### config.mk
export PLATFORM = sky130hd
export DESIGN_NAME = map_ram_arbiter
export DESIGN_NICKNAME = d
export VERILOG_FILES = /design/src/rtl/map_arb_pkg.sv /design/src/rtl/map_rd_tag_pipe.sv /design/src/rtl/map_ram_arbiter.sv
export SDC_FILE = /design/constraint.sdc
export NUM_CORES = 1
export LEC_CHECK = 0
export ABC_AREA = 1
export BUFFER_PORTS_ARGS = -buffer_cell sky130_fd_sc_hd__buf_4
export CORE_ASPECT_RATIO = 1.75
export CORE_MARGIN = 2
export CORE_UTILIZATION = 49
export CTS_CLUSTER_SIZE = 24
export DETAILED_ROUTE_END_ITERATION = 8
export PLACE_DENSITY = 0.92
export SYNTH_ARGS = -nofsm -noshare
export SYNTH_HDL_FRONTEND = slang
export SYNTH_SLANG_ARGS = --single-unit
### constraint.sdc
create_clock -name clock -period 4.9 [get_ports clock]
set_clock_uncertainty 0.1 [all_clocks]
set_input_delay 0.245 -clock clock [delete_from_list [all_inputs] [get_ports clock]]
set_output_delay 0.245 -clock clock [all_outputs]
set_load 0.05 [all_outputs]
### src/rtl/map_arb_pkg.sv
// rtl/map_arb_pkg.sv - shared types and constants for the map RAM arbiter
//
// Purpose: FSM state encoding, read-tag codes and requester indices used by
//          map_ram_arbiter and map_rd_tag_pipe.
// Ports:   none (package)
package map_arb_pkg;

   typedef enum logic [1:0] {
      S_IDLE  = 2'd0,
      S_WRITE = 2'd1,
      S_WAIT  = 2'd2,
      S_HOLD  = 2'd3
   } state_t;

   typedef enum logic [1:0] {
      TAG_NONE = 2'd0,
      TAG_DRAW = 2'd1,
      TAG_P1   = 2'd2,
      TAG_P2   = 2'd3
   } tag_t;

   localparam int REQ_P1   = 0;
   localparam int REQ_P2   = 1;
   localparam int REQ_DRAW = 2;

endpackage

### src/rtl/map_rd_tag_pipe.sv
// rtl/map_rd_tag_pipe.sv - read-latency tag shift register with exit decode
//
// Purpose: follows each read issue through the RAM latency so the returning
//          ram_q word can be attributed to its requester.
// Ports:   clock, resetn   - clock, synchronous active-low reset
//          i_tag           - tag pushed this cycle (TAG_NONE when no read)
//          o_exit_draw/p1/p2 - tag leaving the pipe this cycle
//          o_exit_any      - any non-empty tag leaving the pipe
module map_rd_tag_pipe
   import map_arb_pkg::*;
#(
   parameter int RD_LAT = 1
)(
   input  logic clock,
   input  logic resetn,
   input  tag_t i_tag,
   output logic o_exit_draw,
   output logic o_exit_p1,
   output logic o_exit_p2,
   output logic o_exit_any
);

   tag_t r_pipe [RD_LAT];

   always_ff @(posedge clock) begin
      if (!resetn) begin
         for (int i = 0; i < RD_LAT; i++) r_pipe[i] <= TAG_NONE;
      end else begin
         r_pipe[0] <= i_tag;
         for (int i = 1; i < RD_LAT; i++) r_pipe[i] <= r_pipe[i-1];
      end
   end

   assign o_exit_draw = (r_pipe[RD_LAT-1] == TAG_DRAW);
   assign o_exit_p1   = (r_pipe[RD_LAT-1] == TAG_P1);
   assign o_exit_p2   = (r_pipe[RD_LAT-1] == TAG_P2);
   assign o_exit_any  = (r_pipe[RD_LAT-1] != TAG_NONE);

endmodule

### src/rtl/map_ram_arbiter.sv
// rtl/map_ram_arbiter.sv - single-port map RAM arbiter for draw and two players
//
// Purpose: one RAM access per cycle; draw reads have priority with starvation
//          relief for players; players may lock the RAM for read-modify-write.
// Option:  MAP_ARB_STATS_EN builds the o_stat_conflicts counter (else tied 0).
// Ports:   clock, resetn        - clock, synchronous active-low reset
//          i_enable             - 0 stops new issues, in-flight reads drain
//          i_draw_req/addr      - draw read request, o_draw_rvalid on return
//          i_p_req/we/lock/addr/wdata - player requests {p2,p1}
//          o_p_done             - per-player completion pulse
//          o_lock_timeout       - pulse on forced lock release
//          o_rdata              - registered read data
//          o_ram_addr/wdata/wren, i_ram_q - RAM macro interface
//          o_stat_conflicts     - cycles with 2+ requesters (saturating)
module map_ram_arbiter
   import map_arb_pkg::*;
#(
   parameter int ADDR_W     = 4,
   parameter int DATA_W     = 32,
   parameter int RD_LAT     = 1,
   parameter int STARVE_MAX = 8,
   parameter int HOLD_MAX   = 15
)(
   input  logic                clock,
   input  logic                resetn,
   input  logic                i_enable,
   input  logic                i_draw_req,
   input  logic [ADDR_W-1:0]   i_draw_addr,
   output logic                o_draw_rvalid,
   input  logic [1:0]          i_p_req,
   input  logic [1:0]          i_p_we,
   input  logic [1:0]          i_p_lock,
   input  logic [2*ADDR_W-1:0] i_p_addr,
   input  logic [2*DATA_W-1:0] i_p_wdata,
   output logic [1:0]          o_p_done,
   output logic                o_lock_timeout,
   output logic [DATA_W-1:0]   o_rdata,
   output logic [ADDR_W-1:0]   o_ram_addr,
   output logic [DATA_W-1:0]   o_ram_wdata,
   output logic                o_ram_wren,
   input  logic [DATA_W-1:0]   i_ram_q,
   output logic [15:0]         o_stat_conflicts
);

   localparam int SW = $clog2(STARVE_MAX + 1);
   localparam int HW = $clog2(HOLD_MAX + 1);

   state_t          r_state;
   logic            r_owner;      // player of the current/locked access
   logic            r_rr;         // player preferred on the next tie
   logic [SW-1:0]   r_starve;
   logic [HW-1:0]   r_hold;

   logic            w_in_arb, w_draw_ok, w_pick, w_p_go, w_d_go, w_pick_we;
   logic [1:0]      w_elig;
   logic [ADDR_W-1:0] w_pick_addr;
   logic [DATA_W-1:0] w_pick_wdata;
   tag_t            w_push_tag;
   logic            w_exit_draw, w_exit_p1, w_exit_p2, w_exit_any, w_owner_exit;
   state_t          w_done_state;

   assign w_in_arb  = (r_state == S_IDLE) || (r_state == S_HOLD);
   assign w_draw_ok = i_enable && i_draw_req && (w_in_arb || r_state == S_WAIT);

   // The done-pulse cycle is masked so a still-high p_req only counts as a
   // new request from the following cycle on.
   assign w_elig[REQ_P1] = i_enable && i_p_req[REQ_P1] && !o_p_done[REQ_P1] &&
                           ((r_state == S_IDLE) || (r_state == S_HOLD && !r_owner));
   assign w_elig[REQ_P2] = i_enable && i_p_req[REQ_P2] && !o_p_done[REQ_P2] &&
                           ((r_state == S_IDLE) || (r_state == S_HOLD && r_owner));

   assign w_pick       = (&w_elig) ? r_rr : w_elig[REQ_P2];
   assign w_p_go       = (|w_elig) && (!w_draw_ok || r_starve == SW'(STARVE_MAX));
   assign w_d_go       = w_draw_ok && !w_p_go;
   assign w_pick_we    = w_pick ? i_p_we[REQ_P2] : i_p_we[REQ_P1];
   assign w_pick_addr  = w_pick ? i_p_addr[2*ADDR_W-1:ADDR_W] : i_p_addr[ADDR_W-1:0];
   assign w_pick_wdata = w_pick ? i_p_wdata[2*DATA_W-1:DATA_W] : i_p_wdata[DATA_W-1:0];
   assign w_owner_exit = r_owner ? w_exit_p2 : w_exit_p1;
   assign w_done_state = i_p_lock[r_owner] ? S_HOLD : S_IDLE;

   always_comb begin
      w_push_tag = TAG_NONE;
      if (w_d_go)                      w_push_tag = TAG_DRAW;
      else if (w_p_go && !w_pick_we)   w_push_tag = w_pick ? TAG_P2 : TAG_P1;
   end

   map_rd_tag_pipe #(.RD_LAT(RD_LAT)) u_tag_pipe (
      .clock       (clock),
      .resetn      (resetn),
      .i_tag       (w_push_tag),
      .o_exit_draw (w_exit_draw),
      .o_exit_p1   (w_exit_p1),
      .o_exit_p2   (w_exit_p2),
      .o_exit_any  (w_exit_any)
   );

   always_ff @(posedge clock) begin
      if (!resetn) begin
         r_state        <= S_IDLE;
         r_owner        <= 1'b0;
         r_rr           <= 1'b0;
         r_starve       <= '0;
         r_hold         <= '0;
         o_draw_rvalid  <= 1'b0;
         o_p_done       <= '0;
         o_lock_timeout <= 1'b0;
         o_rdata        <= '0;
         o_ram_addr     <= '0;
         o_ram_wdata    <= '0;
         o_ram_wren     <= 1'b0;
      end else begin
         o_draw_rvalid  <= w_exit_draw;
         o_p_done       <= {w_exit_p2, w_exit_p1};
         o_lock_timeout <= 1'b0;
         o_ram_wren     <= 1'b0;
         if (w_exit_any) o_rdata <= i_ram_q;

         if (w_d_go) begin
            o_ram_addr <= i_draw_addr;
         end else if (w_p_go) begin
            o_ram_addr <= w_pick_addr;
            r_owner    <= w_pick;
            r_rr       <= ~w_pick;
            if (w_pick_we) begin
               o_ram_wdata <= w_pick_wdata;
               o_ram_wren  <= 1'b1;
               r_state     <= S_WRITE;
            end else begin
               r_state     <= S_WAIT;
            end
         end

         // Starvation counter only sees draw wins over an eligible player.
         if (i_enable) begin
            if (w_p_go || !(|w_elig)) r_starve <= '0;
            else if (w_d_go)          r_starve <= r_starve + 1'b1;
         end

         case (r_state)
            S_WRITE: begin
               o_p_done[r_owner] <= 1'b1;
               r_state           <= w_done_state;
               r_hold            <= '0;
            end
            S_WAIT: begin
               if (w_owner_exit) begin
                  r_state <= w_done_state;
                  r_hold  <= '0;
               end
            end
            S_HOLD: begin
               if (!w_p_go) begin
                  if (!i_p_lock[r_owner]) begin
                     r_state <= S_IDLE;
                  end else if (i_enable && !w_d_go) begin
                     if (r_hold == HW'(HOLD_MAX - 1)) begin
                        r_state        <= S_IDLE;
                        r_hold         <= '0;
                        o_lock_timeout <= 1'b1;
                     end else begin
                        r_hold <= r_hold + 1'b1;
                     end
                  end
               end
            end
            default: ;
         endcase
      end
   end

`ifdef MAP_ARB_STATS_EN
   logic [15:0] r_conflicts;
   logic [1:0]  w_nreq;

   assign w_nreq = {1'b0, i_draw_req} + {1'b0, i_p_req[REQ_P1]} + {1'b0, i_p_req[REQ_P2]};

   always_ff @(posedge clock) begin
      if (!resetn)                                     r_conflicts <= '0;
      else if (w_nreq >= 2'd2 && r_conflicts != 16'hFFFF) r_conflicts <= r_conflicts + 16'd1;
   end

   assign o_stat_conflicts = r_conflicts;
`else
   assign o_stat_conflicts = '0;
`endif

endmodule

# ---- After elaboration in Yosys (flattened, before gate mapping)
# Memory sizes are Yosys's and may differ from the RTL's.
# Cells that the tools add are included.
dict set report totals {
  rom_bits 0
  latch_bits 0
  mem_bits_rw 2
  regBits 85
  out_inout_bits 89
  n_memories 1
}
# name depth word_bits read_ports rd_clocked_by_memory_dff wr line
set memory_table {}
lappend memory_table {u_tag_pipe.r_pipe 1 2 1 0 1 map_rd_tag_pipe.sv:23} ;# tag_t r_pipe [RD_LAT];
dict set report classes {
  addsub 2
  div 0
  n_bitwise 8
  muxes 39
  order_cmp 2
  n_shift 0
  n_mul 0
  reduce_logical 43
  n_eq_ne 12
}
# cell count
set op_table {}
lappend op_table {{2-to-1 mux 4 bit} 10}
lappend op_table {{2-to-1 mux 32 bit} 1}
lappend op_table {{2-to-1 mux 2 bit} 13}
lappend op_table {{logical AND 1 bit} 15}
lappend op_table {{2-to-1 mux 1 bit} 12}
lappend op_table {{one-hot mux 4 bit (3 select lines)} 1}
lappend op_table {{adder 4 x 1 -> 4 bit (second input constant)} 2}
lappend op_table {{== test 2 bit (second input constant)} 4}
lappend op_table {{== test 4 bit (second input constant)} 2}
lappend op_table {{zero test 1 bit} 8}
lappend op_table {{NOT 1 bit} 7}
lappend op_table {{logical OR 1 bit} 6}
lappend op_table {{one-hot mux 2 bit (3 select lines)} 1}
lappend op_table {{AND reduction 2 bit} 3}
lappend op_table {{nonzero test 2 bit} 3}
lappend op_table {{AND reduction 5 bit} 1}
lappend op_table {{OR reduction 5 bit} 1}
lappend op_table {{== test 2 x 1 -> 1 bit (second input constant)} 2}
lappend op_table {{!= test 2 x 1 -> 1 bit (second input constant)} 2}
lappend op_table {{!= test 2 bit (second input constant)} 2}
lappend op_table {{OR reduction 2 bit} 2}
lappend op_table {{AND reduction 3 bit} 1}
lappend op_table {{nonzero test 3 bit} 1}
lappend op_table {{OR reduction 3 bit} 1}
lappend op_table {{5 further kinds} 5}

# ---- Longest topological paths before layout
# Gate-level depths: netlist of the first run.
dict set report depth {
  depth_word 15
  depth_mapped 14
  depth_no_buf 13
}

# ---- Modules after synthesis
# From an unflattened synthesis of the first run, not the netlist that was laid out.
dict set report hier_totals {
  hier_cells 529
  area_unflattened_um2 4171.5
}
# mod instances cells_each area_per_inst_um2
set by_module_without_submodules {}
lappend by_module_without_submodules {map_ram_arbiter 1 516 4090.2}
lappend by_module_without_submodules {map_rd_tag_pipe 1 13 81.3}

# ---- Least setup slack after synthesis of the first run
# Ideal clock, no wire load.
dict set report synth_path {
  path_type {register -> register}
  start {register o_p_done[1]}
  end {register o_ram_wdata[0]}
  slack_ns 3.065
  arrival_ns 1.618
  n_path_buf 2
  path_stages_with_launch 13
  setup_ns 0.116
  period_less_slack_ns 1.835
  path_cell_list {dfxtp_1 > inv_1 > nand3_1 > inv_1 > nand2_2 > inv_2 > nand2_2 > nand2_2 > nand3_2 > inv_2 > buf_6 > buf_6 > o211a_1}
}
dict set report synth_via {
  elab_chain_cells 9
  word_cells_on_any_way 13
  cone_classes {3 x mux; 1 x bitwise; 9 x reduce/logical}
}
# element line
set synth_rtl {}
lappend synth_rtl {{start: declaration} map_ram_arbiter.sv:35} ;# output logic [1:0] o_p_done,
lappend synth_rtl {{start signal: assignment} map_ram_arbiter.sv:113} ;# o_p_done <= {w_exit_p2, w_exit_p1};
lappend synth_rtl {{zero test 1 bit (*)} map_ram_arbiter.sv:69} ;# assign w_elig[REQ_P2] = i_enable && i_p_req[REQ_P2] && !o_p_done[REQ_P2] &&
lappend synth_rtl {{logical AND 1 bit (*) (2 in series)} map_ram_arbiter.sv:69}
lappend synth_rtl {{OR reduction 2 bit} map_ram_arbiter.sv:73} ;# assign w_p_go = (|w_elig) && (!w_draw_ok || r_starve == SW'(STARVE_MAX));
lappend synth_rtl {{logical AND 1 bit} map_ram_arbiter.sv:73}
lappend synth_rtl {{zero test 1 bit} --}
lappend synth_rtl {{logical AND 1 bit} map_ram_arbiter.sv:74} ;# assign w_d_go = w_draw_ok && !w_p_go;
lappend synth_rtl {{NOT 1 bit (no line)} --}
lappend synth_rtl {{AND reduction 3 bit (no line)} --}
lappend synth_rtl {{end signal: assignment} map_ram_arbiter.sv:125} ;# o_ram_wdata <= w_pick_wdata;
lappend synth_rtl {{end: declaration} map_ram_arbiter.sv:39} ;# output logic [DATA_W-1:0] o_ram_wdata,
# Mark *: on every way between the ends. The rest lies on a longest branch, timed or not.
# A chain may end at the register's enable or synchronous reset.

# ---- Worst setup path in the final report of the first run
dict set report layout_path {
  start {register r_state[0]}
  end {register o_ram_wdata[7]}
}
dict set report layout_via {
  elab_chain_cells 11
  word_cells_on_any_way 24
  cone_classes {2 x eq/ne; 3 x mux; 1 x bitwise; 18 x reduce/logical}
}
# element line
set layout_rtl {}
lappend layout_rtl {{start: declaration} map_ram_arbiter.sv:48} ;# state_t r_state;
lappend layout_rtl {{start signal: assignment} map_ram_arbiter.sv:142} ;# r_state <= w_done_state;
lappend layout_rtl {{start signal: assignment} map_ram_arbiter.sv:147} ;# r_state <= w_done_state;
lappend layout_rtl {{== test 2 bit or zero test 2 bit (tied branches)} {map_ram_arbiter.sv:62, map_ram_arbiter.sv:68, map_ram_arbiter.sv:70}}
lappend layout_rtl {{logical OR 1 bit} map_ram_arbiter.sv:62} ;# assign w_in_arb = (r_state == S_IDLE) || (r_state == S_HOLD);
lappend layout_rtl {{logical OR 1 bit} map_ram_arbiter.sv:63} ;# assign w_draw_ok = i_enable && i_draw_req && (w_in_arb || r_state == S_WAIT);
lappend layout_rtl {{logical AND 1 bit} map_ram_arbiter.sv:63}
lappend layout_rtl {{zero test 1 bit} map_ram_arbiter.sv:73}
lappend layout_rtl {{logical OR 1 bit} map_ram_arbiter.sv:73}
lappend layout_rtl {{logical AND 1 bit} map_ram_arbiter.sv:73}
lappend layout_rtl {{zero test 1 bit} --}
lappend layout_rtl {{logical AND 1 bit} map_ram_arbiter.sv:74}
lappend layout_rtl {{NOT 1 bit (no line)} --}
lappend layout_rtl {{AND reduction 3 bit (no line)} --}
# Several ways; a longest one is shown, not always the timed one.

==> flow_metrics.env, run 1 <==
export IMPL_rows=44
export IMPL_crit_path_start_kind="flip-flop"
export IMPL_synth_most_common_cell="nand2_1"
export IMPL_maxSlewHeadroom_pct=28.7
export IMPL_cp_cell_sequence="inv_2 -> nand2_4 -> nand2_1 -> nand3_1 -> nand2_2 -> nand2_2 -> nand3_2 -> inv_2 -> nand3_1 -> o211a_1"
export IMPL_insertion_delay_ns=0.34
export IMPL_die_w_um=73.1
export IMPL_cts_root_buf="clkbuf_16"
export IMPL_die_area_mm2=0.00913
export IMPL_p_per_area_mw_per_mm2=502
export IMPL_cp_max_fo=65
export IMPL_crit_path_top_delay_cell="inv_2"
export IMPL_rsz0062_at_grt="no"
export IMPL_worstMarginPinSlew_ns=1.07
export IMPL_ys_seq_area_share_pct=42.5
export IMPL_clkTransAtPathRegs_ns=0.06
export IMPL_num_antenna_cells=0
export IMPL_fillers=666
export IMPL_hold_start="i_ram_q[3]"
export IMPL_clockBufferDepth=2
export IMPL_dpl_cell_area_mm2=0.00536
export IMPL_syn_inst=530
export IMPL_post_route_min_period_ns=2.98
export IMPL_synthFlopType="dfxtp_1"
export IMPL_grt_pass1_vias=4004
export IMPL_drv_slew=0
export IMPL_drive_above_1_share_pct=33.8
export IMPL_path_class="flip-flop to flip-flop"
export IMPL_yosys_warnings=0
export IMPL_drcViolationCount=0
export IMPL_slowest_delay_ns=0.80
export IMPL_dp_hpwl_um=8190
export IMPL_hold_depth=3
export IMPL_fin_area_mm2=0.00566
export IMPL_tns_ns=0
export IMPL_area_growth_pct=38.2
export IMPL_required_ns=5.02
export IMPL_antenna_found_initial=0
export IMPL_holdBufCountCts=0
export IMPL_vias_per_cell=5.19
export IMPL_chipHeight_um=125
export IMPL_fin_crit_sh_pct=60.9
export IMPL_outcome="finished, final reports clean"
export IMPL_htreeDepth=3
export IMPL_cts_tree="done"
export IMPL_cpLargestDelayFamily="simple AND/OR/NAND/NOR gates"
export IMPL_fmax_mhz=335
export IMPL_synth_cell_types=31
export IMPL_cts_buffers=9
export IMPL_ir_drop_v=0.000273
export IMPL_portBuffers=190
export IMPL_hold_violations=0
export IMPL_clock_sinks=87
export IMPL_synthTopCellsByCount="109 x nand2_1, 87 x dfxtp_1, 83 x nor2_1, 44 x o21ai_0, 33 x o211a_1"
export IMPL_crit_buf_inv=2
export IMPL_synth_top_area_cell="dfxtp_1"
export IMPL_leakage_nw=2.94
export IMPL_r2r_slack_ns=1.92
export IMPL_post_cts_resize_count=0
export IMPL_synth_edf_count=0
export IMPL_dr_pass1_iters=4
export IMPL_ff2ff_path_depth=10
export IMPL_synthesis_area_mm2=0.00410
export IMPL_endpoint_kind="flip-flop"
export IMPL_gr_usage_all_layers_pct=23.8
export IMPL_gp_congestion=0.893
export IMPL_vias=4133
export IMPL_min_to="o_rdata[3]$_SDFFE_PN0P_"
export IMPL_arrival_ns=3.11
export IMPL_r2r_start="r_state[0]$_SDFF_PN0_"
export IMPL_final_util_pct=69.0
export IMPL_drv_cap=0
export IMPL_r2r_end="o_ram_wdata[7]$_SDFFE_PN0P_"
export IMPL_wl_per_cell_um=13.6
export IMPL_io_pins=207
export IMPL_initial_utilization_pct=49.9
export IMPL_setup_viol_count_final=0
export IMPL_postCtsSetupRepairBufs=0
export IMPL_drt_iter0_drc=164
export IMPL_wl_um=10900
export IMPL_fin_nets=821
export IMPL_grt_pass1_wl_um=17500
export IMPL_worst_hold_path_type="input port to flip-flop"
export IMPL_synth_area_leaders="dfxtp_1 43%, nand2_1 10%, o211a_1 8.1%"
export IMPL_antenna_left=0
export IMPL_synth_async_reset_ratio_pct=0
export IMPL_synth_seq_cells=87
export IMPL_grt_remaining_overflow=0
export IMPL_synth_area_per_cell_um2=7.73
export IMPL_grt_max_degree=77
export IMPL_synth_top_area_share_pct=42.5
export IMPL_core_mm2=0.00820
worst max-delay path by stage:
| stage | from | end | slack, ns | cells after the start |
|---|---|---|---|---|
| after CTS | r_state[0]$_SDFF_PN0_ | o_ram_wdata[7]$_SDFFE_PN0P_ | 1.90 | 10 |
| final | r_state[0]$_SDFF_PN0_ | o_ram_wdata[7]$_SDFFE_PN0P_ | 1.92 | 10 |
| after global placement | r_state[0]$_SDFF_PN0_ | o_ram_wdata[9]$_SDFFE_PN0P_ | 2.12 | 10 |
| after floorplan | o_p_done[1]$_SDFF_PN0_ | o_ram_wdata[0]$_SDFFE_PN0P_ | 3.07 | 12 |
| after detailed placement | r_state[0]$_SDFF_PN0_ | o_ram_wdata[7]$_SDFFE_PN0P_ | 1.93 | 10 |
| after global routing | r_state[0]$_SDFF_PN0_ | o_ram_wdata[7]$_SDFFE_PN0P_ | 1.59 | 10 |
layout by cell type, fill, tap and decap left out, types with 3 or more instances in the layout:
cell / count
o211ai_1: 4
a31oi_1: 5
inv_1: 30
ha_1: 4
nand3_2: 11
a21oi_1: 13
clkbuf_16: 9
or2_2: 4
nand2_1: 109
nor2_1: 83
clkinvlp_4: 3
nand2_2: 6
nand3_1: 31
o211a_1: 33
inv_2: 4
dfxtp_1: 87
buf_4: 191
o21ai_0: 44
conb_1: 16
state kept, by name, summed over array words and instances, names as in the netlist, 2 cells and up:
name / count
u_tag_pipe.r_pipe: 2
o_rdata: 32
r_hold: 4
o_ram_addr: 4
r_starve: 4
o_p_done: 2
o_ram_wdata: 32
r_state: 2
metal layers:
metal  vias to the layer above  track usage (%)  part of all wire, %  wire length [um]
met4                         0             11.9                  3.3               354
li1                       2041                -                    -                 -
met1                      1867             24.9                   35              3760
met3                        31             6.53                  8.6               929
met2                       194             42.1                   54              5820
met5                         -                0                    0                 0
report_power, final:
part | total, mW | switching (mW) | internal [mW] | leakage, nW
combinational | 1.22 | 0.839 | 0.381 | 2.09
sequential | 0.945 | 0.0899 | 0.855 | 0.712
clock | 0.675 | 0.268 | 0.408 | 0.138
total | 2.84 | 1.20 | 1.64 | 2.94
cell type report:
type	count	area, um^2	share of cell area [%]
clock buffer	11	243	4.29
clock inverter	5	57.6	1.02
inverter	35	134	2.37
multi-input combinational	375	1930	34.2
sequential	87	1740	30.8
tap	92	115	2.03
timing repair buffer	191	1430	25.3
kinds of logic (layout without fill, tap and decap cells):
kind of cell | Yosys count | in the layout | synth area share (%)
compound gates | 103 | 103 | 17.3
fa+ha+maj | 4 | 4 | 1.22
buf+inv | 83 | 242 | 11.6
simple gates | 251 | 251 | 27.0
flops | 87 | 87 | 42.5
xor+xnor | 1 | 1 | 0.214
other cells | 1 | 16 | 0.0916
tightest hold or removal path: stages:
cell and delay (ns):
buf_4 0.07, o21ai_0 0.07, nor2_1 0.07
metrics by stage:
step / setup WS [ns] / power, mW / hold WS (ns) / cells
5_1_grt: 1.59 / 2.99 / 0.0681 / 796
2_1_floorplan: 3.07 / 1.86 / 0.305 / 545
3_5_place_dp: 1.93 / 2.18 / 0.369 / 780
3_3_place_gp: 2.12 / 2.15 / 0.365 / 780
4_1_cts: 1.90 / 2.86 / 0.0565 / 796
6_report: 1.92 / 2.84 / 0.0663 / 796
Power figures use the tool's default switching activity.
==> inputs of run 2 (changes only) <==
--- a/config.mk
+++ b/config.mk
@@ -9,10 +9,10 @@
 export BUFFER_PORTS_ARGS = -buffer_cell sky130_fd_sc_hd__buf_4
 export CORE_ASPECT_RATIO = 1.75
 export CORE_MARGIN = 2
-export CORE_UTILIZATION = 49
+export CORE_UTILIZATION = 46
 export CTS_CLUSTER_SIZE = 24
 export DETAILED_ROUTE_END_ITERATION = 8
-export PLACE_DENSITY = 0.92
+export PLACE_DENSITY = 0.88
 export SYNTH_ARGS = -nofsm -noshare
 export SYNTH_HDL_FRONTEND = slang
 export SYNTH_SLANG_ARGS = --single-unit
==> constraint.sdc (replaced) <==
create_clock -name clock -period 2.9 [get_ports clock]
set_clock_uncertainty 0.1 [all_clocks]
set_input_delay 0.145 -clock clock [delete_from_list [all_inputs] [get_ports clock]]
set_output_delay 0.145 -clock clock [all_outputs]
set_load 0.05 [all_outputs]
==> flow_metrics.env, run 2 (synthesized netlist as in run 1, its figures left out) <==
export IMPL_outcome="finished, final reports clean"
export IMPL_fin_area_mm2=0.00604
export IMPL_fillers=671
export IMPL_post_cts_resize_count=0
export IMPL_fin_crit_sh_pct=67.7
export IMPL_dpl_cell_area_mm2=0.00543
export IMPL_cts_buffers=9
export IMPL_arrival_ns=2.09
export IMPL_drv_cap=0
export IMPL_rsz0062_at_grt="no"
export IMPL_portBuffers=190
export IMPL_endpoint_kind="flip-flop"
export IMPL_hold_violations=0
export IMPL_area_growth_pct=47.6
export IMPL_insertion_delay_ns=0.34
export IMPL_initial_utilization_pct=47.2
export IMPL_dp_hpwl_um=8620
export IMPL_setup_viol_count_final=0
export IMPL_grt_remaining_overflow=0
export IMPL_cpLargestDelayFamily="simple AND/OR/NAND/NOR gates"
export IMPL_p_sw_mw=2.03
export IMPL_grt_max_degree=76
export IMPL_multi_input_area_mm2=0.00194
export IMPL_drcViolationCount=0
export IMPL_p_per_area_mw_per_mm2=801
export IMPL_vias_per_cell=5.06
export IMPL_htreeDepth=3
export IMPL_p_sw_share_pct=42.0
export IMPL_biggestRegsByFlops="o_ram_wdata x32, o_rdata x32"
export IMPL_io_pins=207
export IMPL_p_total_mw=4.84
export IMPL_seq_power_share_pct=33.0
export IMPL_pwr_share_clk_pct=23.0
export IMPL_antenna_found_initial=0
export IMPL_clock_sinks=87
export IMPL_gp_congestion=0.862
export IMPL_seq_area_mm2=0.00174
export IMPL_wl_per_cell_um=14.0
export IMPL_antenna_left=0
export IMPL_crit_buf_inv=4
export IMPL_wl_um=12000
export IMPL_intPower_mw=2.81
export IMPL_cp_cell_sequence="inv_2 -> nand2_4 -> nand2_1 -> nand2_2 -> inv_2 -> nand3_1 -> nand3_2 -> inv_2 -> buf_12 -> nand3_1 -> o211a_1"
export IMPL_dr_pass1_iters=5
export IMPL_drt_iter0_drc=211
export IMPL_hold_depth=3
export IMPL_num_antenna_cells=0
export IMPL_numPlacedInstances=808
export IMPL_post_route_min_period_ns=1.96
export IMPL_chipHeight_um=129
export IMPL_worstMarginPinSlew_ns=0.958
export IMPL_grt_pass1_vias=4250
export IMPL_core_mm2=0.00867
export IMPL_cpMostUsedCell="inv_2"
export IMPL_drv_slew=0
export IMPL_final_cell_mix="193 x buf_4, 109 x nand2_1, 87 x dfxtp_1"
export IMPL_grt_pass1_wl_um=18500
export IMPL_drive_above_1_share_pct=32.7
export IMPL_worst_hold_path_type="input port to flip-flop"
export IMPL_clockBufferDepth=2
export IMPL_ff2ff_path_depth=11
export IMPL_postCtsSetupRepairBufs=0
export IMPL_crit_path_top_delay_cell="dfxtp_1"
export IMPL_die_area_mm2=0.00970
export IMPL_die_w_um=75.3
export IMPL_cts_tree="done"
export IMPL_hold_ws_ns=0.0151
export IMPL_cp_max_fo=64
export IMPL_vias=4328
export IMPL_fin_nets=857
export IMPL_path_depth=11
export IMPL_fmax_mhz=509
export IMPL_combPwrFrac_pct=43.9
export IMPL_cts_root_buf="clkbuf_16"
export IMPL_crit_path_start_kind="flip-flop"
export IMPL_tns_ns=0
export IMPL_fin_cells=855
export IMPL_clkTransAtPathRegs_ns=0.06
export IMPL_maxSlewHeadroom_pct=36.1
export IMPL_rows=45
export IMPL_ir_drop_v=0.000567
export IMPL_gr_usage_all_layers_pct=24.7
export IMPL_required_ns=3.02
export IMPL_slowest_delay_ns=0.48
export IMPL_leakage_nw=3.10
export IMPL_path_class="flip-flop to flip-flop"
export IMPL_final_common_cell="buf_4"
[run 2: cell types whose count changed in the layout (fill, tap and decap cells not counted), sizes merged]
cell | previous run | this run
dlygate4sd3 | 0 | 33
buf | 191 | 194
clkinvlp | 3 | 1
clkbuf | 11 | 10
clkinv | 1 | 2
[run 2: per-layer routing]
metal  up-vias  wire (um)  track usage, %
met5         -          0               0
met4         0        629            16.1
met3        44        993            7.44
met2       224       6170            42.8
met1      1951       4170            24.3
li1       2109          -               -
[run 2: power by group through the flow]
stage                     combinational [mW]  clock [mW]  sequential (mW)
after floorplan                        0.802           0             2.33
after global placement                  2.05           0             1.61
after detailed placement                2.08           0             1.62
after CTS                               2.12        1.14             1.60
after global routing                    2.27        1.19             1.63
final                                   2.13        1.11             1.60
[run 2: area by class of cell]
| class | instances | share of cell area [%] |
|---|---|---|
| clock buffers | 10 | 3.95 |
| well taps | 117 | 2.42 |
| inverters | 35 | 2.21 |
| multi-input cells | 375 | 32.0 |
| repair buffers | 227 | 29.8 |
| clock inverters | 4 | 0.787 |
| flip-flops and latches | 87 | 28.8 |
[run 2: through the flow]
stage / setup WS, ns / utilization, %
3_3_place_gp: 1.06 / 62.6
3_5_place_dp: 0.983 / 62.6
2_1_floorplan: 1.07 / -
5_1_grt: 0.794 / 69.7
4_1_cts: 0.962 / 69.7
6_report: 0.937 / 69.7
[run 2: worst register-to-register path: stages, from the launching register on]
cell	delay (ns)
dfxtp_1	0.48
inv_2	0.08
nand2_4	0.09
nand2_1	0.08
nand2_2	0.10
inv_2	0.05
nand3_1	0.11
nand3_2	0.13
inv_2	0.10
buf_12	0.26
nand3_1	0.16
o211a_1	0.13
[run 2: timing repair]
item,in CTS,in global routing
endpoints found under the hold margin,33,0
endpoints found under the setup margin,0,0
hold buffers,33,0
[run 2: final timing paths]
check	startpoint	end	slack, ns
max	r_state[0]$_SDFF_PN0_	o_ram_wdata[2]$_SDFFE_PN0P_	0.94
min	i_ram_q[23]	o_rdata[23]$_SDFFE_PN0P_	0.02
max reg2reg	r_state[0]$_SDFF_PN0_	o_ram_wdata[2]$_SDFFE_PN0P_	0.94
min reg2reg	o_rdata[17]$_SDFFE_PN0P_	o_rdata[17]$_SDFFE_PN0P_	0.38
